[config.mk]
export PLATFORM = sky130hd
export DESIGN_NAME = alu_arbiter
export DESIGN_NICKNAME = d
export VERILOG_FILES = /design/src/rtl/alu_arbiter.sv
export SDC_FILE = /design/constraint.sdc
export NUM_CORES = 1
export LEC_CHECK = 0
export CAP_MARGIN = 20
export CORE_MARGIN = 8
export CORE_UTILIZATION = 40
export CTS_CLUSTER_SIZE = 20
export DETAILED_ROUTE_END_ITERATION = 10
export PLACE_DENSITY_LB_ADDON = 0.2
export SLEW_MARGIN = 20
export SYNTH_ARGS = -nofsm -noshare
export SYNTH_HDL_FRONTEND = slang
export SYNTH_SLANG_ARGS = --single-unit
[constraint.sdc]
create_clock -name i_clk -period 2 [get_ports i_clk]
set_clock_uncertainty 0.05 [all_clocks]
set_input_delay 0.4 -clock i_clk [delete_from_list [all_inputs] [get_ports i_clk]]
set_output_delay 0.4 -clock i_clk [all_outputs]
set_load 0.01 [all_outputs]
[src/rtl/alu_arbiter.sv]
// alu_arbiter: two-port round-robin arbiter that sequences requests onto a shared 8-bit ALU
// and returns the captured RESULT/ZERO over a per-requester valid/ready response.
`timescale 1ns/1ps
module alu_arbiter #(
    parameter int SETTLE = 1
) (
    input  logic       i_clk,
    input  logic       i_reset_n,
    input  logic       i_req0_valid,
    input  logic       i_req1_valid,
    output logic       o_req0_ready,
    output logic       o_req1_ready,
    input  logic [7:0] i_req0_data1,
    input  logic [7:0] i_req1_data1,
    input  logic [7:0] i_req0_data2,
    input  logic [7:0] i_req1_data2,
    input  logic [2:0] i_req0_select,
    input  logic [2:0] i_req1_select,
    output logic [7:0] o_alu_data1,
    output logic [7:0] o_alu_data2,
    output logic [2:0] o_alu_select,
    input  logic [7:0] i_alu_result,
    input  logic       i_alu_zero,
    output logic       o_rsp0_valid,
    output logic       o_rsp1_valid,
    input  logic       i_rsp0_ready,
    input  logic       i_rsp1_ready,
    output logic [7:0] o_rsp_result,
    output logic       o_rsp_zero,
    output logic       o_rsp_err
);
    typedef enum logic [1:0] {IDLE, EXEC, RESP} state_t;
    localparam logic [1:0] CNT_INIT = 2'(SETTLE - 1);
    state_t     r_state, w_state_nxt;
    logic       r_last, r_owner;
    logic [1:0] r_cnt;
    logic       w_gnt, w_accept, w_rsp_ready;
    logic [7:0] w_data1, w_data2;
    logic [2:0] w_select;
    // On a tie the requester that did not win last time gets the grant.
    assign w_gnt        = (i_req0_valid & i_req1_valid) ? ~r_last : i_req1_valid;
    assign o_req0_ready = (r_state == IDLE) & ~w_gnt & i_req0_valid & i_reset_n;
    assign o_req1_ready = (r_state == IDLE) &  w_gnt & i_req1_valid & i_reset_n;
    assign w_accept     = o_req0_ready | o_req1_ready;
    assign w_data1      = w_gnt ? i_req1_data1  : i_req0_data1;
    assign w_data2      = w_gnt ? i_req1_data2  : i_req0_data2;
    assign w_select     = w_gnt ? i_req1_select : i_req0_select;
    assign w_rsp_ready  = r_owner ? i_rsp1_ready : i_rsp0_ready;
    assign o_rsp0_valid = (r_state == RESP) & ~r_owner;
    assign o_rsp1_valid = (r_state == RESP) &  r_owner;
    always_comb begin
        w_state_nxt = r_state;
        case (r_state)
            IDLE:    if (w_accept) w_state_nxt = w_select[2] ? RESP : EXEC;
            EXEC:    if (r_cnt == 2'd0) w_state_nxt = RESP;
            RESP:    if (w_rsp_ready) w_state_nxt = IDLE;
            default: w_state_nxt = IDLE;
        endcase
    end
    always_ff @(posedge i_clk or negedge i_reset_n) begin
        if (!i_reset_n) r_state <= IDLE;
        else            r_state <= w_state_nxt;
    end
    always_ff @(posedge i_clk or negedge i_reset_n) begin
        if (!i_reset_n) begin
            r_last       <= 1'b1;
            r_owner      <= 1'b0;
            r_cnt        <= 2'd0;
            o_alu_data1  <= 8'h00;
            o_alu_data2  <= 8'h00;
            o_alu_select <= 3'b000;
            o_rsp_result <= 8'h00;
            o_rsp_zero   <= 1'b0;
            o_rsp_err    <= 1'b0;
        end else begin
            if (w_accept) begin
                r_owner <= w_gnt;
                r_last  <= w_gnt;
                // Illegal functions never reach the ALU; they answer straight away with ERR.
                if (w_select[2]) begin
                    o_rsp_result <= 8'h00;
                    o_rsp_zero   <= 1'b0;
                    o_rsp_err    <= 1'b1;
                end else begin
                    o_alu_data1  <= w_data1;
                    o_alu_data2  <= w_data2;
                    o_alu_select <= w_select;
                    r_cnt        <= CNT_INIT;
                end
            end
            if (r_state == EXEC) begin
                if (r_cnt != 2'd0) begin
                    r_cnt <= r_cnt - 2'd1;
                end else begin
                    o_rsp_result <= i_alu_result;
                    o_rsp_zero   <= i_alu_zero;
                    o_rsp_err    <= 1'b0;
                end
            end
        end
    end
endmodule

**After elaboration in Yosys (flattened, before gate mapping)**

Index checks and enable logic that the tools add are counted.

- Bits in registers: 34
- Output and inout port bits: 33
- Word-level logic and storage cells: 61

- Bitwise logic cells: 14
- Mux-type cells: 26
- Reductions and logical operators: 5
- $add $sub $neg: 1
- Equality and inequality tests: 5

Operators with widths:

| operator | number |
|---|---|
| 8-bit 2-to-1 mux | 6 |
| 2-bit 2-to-1 mux | 8 |
| 1-bit 2-to-1 mux | 10 |
| 1-bit AND | 9 |
| 2-bit != test (second input constant) | 3 |
| 2-bit case mux with 3 select lines | 1 |
| 2-bit logical NOT | 2 |
| 1-bit inverter | 4 |
| 3-bit 2-to-1 mux | 1 |
| 3-bit AND reduction | 1 |
| 2-bit by 1-bit equality test with 1-bit output (second input constant) | 1 |
| 2-bit equality test (second input constant) | 1 |
| 2-bit AND reduction | 1 |
| 2-bit nonzero test | 1 |
| 2-bit by 1-bit subtractor with 2-bit output (second input constant) | 1 |
| 1-bit OR | 1 |

**Depth between registers and ports, before layout**

- Depth after elaboration: 10
- Gate-level depth with buffers: 5
- Mapped depth without buffers: 4

**Worst setup path after synthesis**

OpenSTA, ideal clock, no wires.

- Path kind: input-to-reg
- From: input port i_req1_valid
- To: register o_alu_data1[7]
- Stages: 4
- Data arrival time: 1.417 ns
- Slack: 0.408 ns
- Path buffers: 1
- Cell sequence: a21boi_2 buf_2 mux2_2 mux2_4

- Cells in the longest elaborated chain, start to end: 8

RTL lines:

| element | line | source |
|---|---|---|
| from (decl) | 10 | `input logic i_req1_valid,` |
| 1-bit AND | 41 | `assign w_gnt = (i_req0_valid & i_req1_valid) ? ~r_last : i_req1_valid;` |
| 1-bit 2-to-1 mux | 41 |  |
| 1-bit inverter | 42 | `assign o_req0_ready = (r_state == IDLE) & ~w_gnt & i_req0_valid & i_reset_n;` |
| 1-bit AND (3 in series) | 42 |  |
| 1-bit OR | 44 | `assign w_accept = o_req0_ready \| o_req1_ready;` |
| 2-bit AND reduction (no line) | - |  |
| to (signal assigned) | 85 | `o_alu_data1 <= w_data1;` |
| to (decl) | 19 | `output logic [7:0] o_alu_data1,` |

Parallel ways exist; a longest one is shown, timed or not.
A chain may end at the register's enable or synchronous reset.

**Worst setup path in the final report**

- From: input port i_req1_valid
- To: register o_alu_data1[5]

Same word-level chain as after synthesis.

==> impl_table.tex <==
\begin{tabular}{lr}
\hline
Metric & Value \\
\hline
\multicolumn{2}{l}{\textbf{Status}} \\
\quad Outcome & finished clean \\
\multicolumn{2}{l}{\textbf{Global routing}} \\
\quad Global-route wire length before repair & 7220 um \\
\quad Largest net degree at the start of global routing & 35 \\
\quad Global-route congestion overflow total & 0 \\
\quad Antenna violations before repair & 0 \\
\quad GRT Resource Usage Total & 14.2\% \\
\quad Vias in the first global route & 1,475 \\
\multicolumn{2}{l}{\textbf{Cells and area}} \\
\quad Layout cells sized above 1 & 27.8\% \\
\quad Number of standard cells in the layout, taps in and fillers out & 280 \\
\quad Inserted Diodes & 0 \\
\quad Number of filler cells placed in the layout & 313 \\
\quad Nets & 282 \\
\quad Final core utilization & 68.1\% \\
\quad Growth of design area from synthesis to finish & 63.0\% \\
\multicolumn{2}{l}{\textbf{Clock network}} \\
\quad Clock sink total & 34 \\
\quad Buffers inserted by post-CTS timing repair & 0 \\
\quad Clock latency at the later pin of the worst-skew pair & 0.28 ns \\
\quad Clock input transition at the sequential cells of the worst setup and hold paths & 0.07 ns \\
\quad H-tree levels & 2 \\
\quad Number of buffers created by CTS & 5 \\
\quad Clock root buffer master & clkbuf\_8 \\
\quad CTS Buffer Depth & 2 \\
\quad TritonCTS clock tree & done \\
\multicolumn{2}{l}{\textbf{Critical path}} \\
\quad Kind of start point of the critical path & input port \\
\quad Data arrival time of the critical path & 2.09 ns \\
\quad Worst setup path category & input port to flip-flop \\
\quad Worst endpoint required time & 2.11 ns \\
\quad Max FO, Critical Path & 7 \\
\quad Category of the worst setup path capture point & flip-flop \\
\quad Worst reg-to-reg path cell count & 6 \\
\multicolumn{2}{l}{\textbf{Detailed routing}} \\
\quad Drt via density & 4.93 \\
\quad Total vias in the final route & 1,380 \\
\quad Residual antenna-violating net count after detailed routing & 0 \\
\quad Drc violations & 0 \\
\quad Count of routing violations after the opening detailed-route iteration & 66 \\
\quad Final Routed Wirelength & 4730 um \\
\quad Final routed wire length divided by cell count & 16.9 um \\
\quad Number of iterations in the first detailed-routing pass & 4 \\
\multicolumn{2}{l}{\textbf{Floorplanning}} \\
\quad Placement row count & 23 \\
\quad I/O pin total & 86 \\
\quad DIE AREA & 6540 um\^{}2 \\
\quad Area of the core & 4030 um\^{}2 \\
\quad Die outline width & 80.9 um \\
\quad Initial core utilization & 41.8\% \\
\quad Y dimension of the die & 80.9 um \\
\multicolumn{2}{l}{\textbf{Power}} \\
\quad Maximum vdd drop & 0.489 mV \\
\quad Pwr Density & 1170 nW/um\^{}2 \\
\quad Standby leakage power & 1.25 nW \\
\multicolumn{2}{l}{\textbf{Timing}} \\
\quad Number of hold violations in the final report & 0 \\
\quad Maximum frequency from static timing analysis & 505 MHz \\
\quad Worst-margin pin slew & 0.609 ns \\
\quad Min Clock Period, post-route & 1.98 ns \\
\quad Setup-failing EPs final & 0 \\
\quad Final number of max-transition violations & 0 \\
\quad Worst relative slew slack & 59.2\% \\
\quad Ratio of final minimum period to clock period & 98.9\% \\
\multicolumn{2}{l}{\textbf{Yosys}} \\
\quad Synthesized area per cell & 12.7 um\^{}2 \\
\quad Sequential-to-total area share from yosys stat & 50.6\% \\
\quad Cell with the most instances after synthesis & dfrtp\_1 \\
\quad Dominant cell type by area after synthesis & dfrtp\_1 \\
\quad Leading post-synthesis cells by instance count & 33 x dfrtp\_1, 21 x nand2\_1, 18 x mux2\_2 \\
\quad Cell count after synthesis & 132 \\
\quad Post-synth net total & 185 \\
\quad Yosys top cell area share & 49.1\% \\
\quad Post-synth EDFFs & 0 \\
\quad Synth warnings & 0 \\
\quad Top post-synthesis cells by area & dfrtp\_1 49\%, mux2\_4 15\%, mux2\_2 12\%, nand2\_1 4.7\%, o21ai\_1 2.1\% \\
\quad Fraction of registers with async set/reset & 100\% \\
\quad Number of unique standard cell types used by synthesis & 30 \\
\quad Top FF cell, synth & dfrtp\_1 \\
\quad Seq cells post-synth & 34 \\
\quad Netlist area before placement & 1680 um\^{}2 \\
\multicolumn{2}{l}{\textbf{Min path}} \\
\quad Min-delay worst type & input port to async pin \\
\multicolumn{2}{l}{\textbf{Place}} \\
\quad DP Wirelength & 3700 um \\
\quad Routability Congestion & 0.764 \\
\quad Port Buffer Count & 84 \\
\quad Count of placed standard cells including taps & 272 \\
\multicolumn{2}{l}{\textbf{Job}} \\
\quad Maximum capacitance violations & 0 \\
\hline
\end{tabular}
sequential cells by signal, summed over array words and instances (netlist names), named ones only:
signal        cells
o_alu_data1       8
o_alu_data2       8
o_alu_select      2
o_rsp_err         1
o_rsp_result      8
o_rsp_zero        1
r_last            1
r_owner           1
r_state           2
final timing paths:
check / start / end / slack, ns
worst max-delay path: i_req1_valid / o_alu_data1[5]$_DFFE_PN0P_ / 0.02
worst min-delay path: i_reset_n / o_rsp_result[1]$_DFF_PN0_ / 0.13
worst max register to register: r_last$_DFFE_PN1N_ / o_alu_data2[7]$_DFFE_PN0P_ / 0.26
worst min register to register: o_alu_data1[0]$_DFFE_PN0P_ / o_alu_data1[0]$_DFFE_PN0P_ / 0.46
max in group asynchronous: i_reset_n / r_last$_DFFE_PN1N_ / 1.45
min in group i_clk: o_alu_data1[0]$_DFFE_PN0P_ / o_alu_data1[0]$_DFFE_PN0P_ / 0.46
cell families (layout without fill, tap and decap cells):
group / Yosys count / after routing / share of synthesized area [%]
muxes: 38 / 38 / 29.3
DFF: 34 / 34 / 50.6
and+or+nand+nor: 33 / 33 / 9.89
AOI/OAI and AO/OA: 18 / 18 / 6.84
buffers and inverters: 8 / 106 / 3.12
other: 1 / 1 / 0.223
stage by stage:
stage,worst slack (ns),TNS (ns),hold slack (ns),total power [mW],instance area (um^2)
floorplan,0.408,0,0.0544,1.86,1680
global placement,-0.209,-5.77,0.428,2.66,2630
detailed placement,-0.270,-7.69,0.441,2.70,2630
CTS,0.0111,0,0.140,3.23,2720
global route,-0.00143,-0.00143,0.166,3.40,2740
finish,0.0215,0,0.126,3.21,2740
report_power, final:
part / internal [mW] / total, mW / leakage, nW / switching, mW
clock: 0.277 / 0.514 / 0.0482 / 0.236
sequential: 0.982 / 1.16 / 0.419 / 0.178
combinational: 0.989 / 1.53 / 0.783 / 0.544
layout make-up:
class	instances	area (um^2)	area share, %
Clock inverter	1	5.00	0.182
Sequential cell	34	852	31.1
Clock buffer	7	86.3	3.15
Multi-Input combinational cell	90	797	29.0
Timing Repair Buffer	97	937	34.2
Tap cell	50	62.6	2.28
Inverter	1	3.75	0.137
worst max-delay path: stages:
cell	delay, ns
clkdlybuf4s50_1	0.50
a21boi_4	0.20
buf_4	0.15
mux2i_4	0.27
nand2b_4	0.08
buf_4	0.18
mux2_4	0.30
what timing repair did:
action	CTS	global route
resized for setup	2	9
setup endpoints to repair	2	26
hold buffers	0	0
routing by layer:
metal  GRT usage [%]  part of all wire (%)  up-vias
li1                -                     -      648
met1            15.3                    38      656
met2            23.7                    49       67
met3            6.84                    11        9
met4            5.36                   2.2        0
met5               0                     0        -
placed cells by master (no fill, tap or decap), types with 2 or more instances in the layout:
cell type,count
buf_4,12
clkbuf_8,6
clkdlybuf4s50_1,79
dfrtp_1,33
dlymetal6s2s_1,2
mux2_2,18
mux2_4,17
nand2_1,21
nand2b_1,2
nor2_1,2
nor3b_1,2
o21ai_0,5
o21ai_1,7
Note: power is estimated with default switching activity, not from simulation.
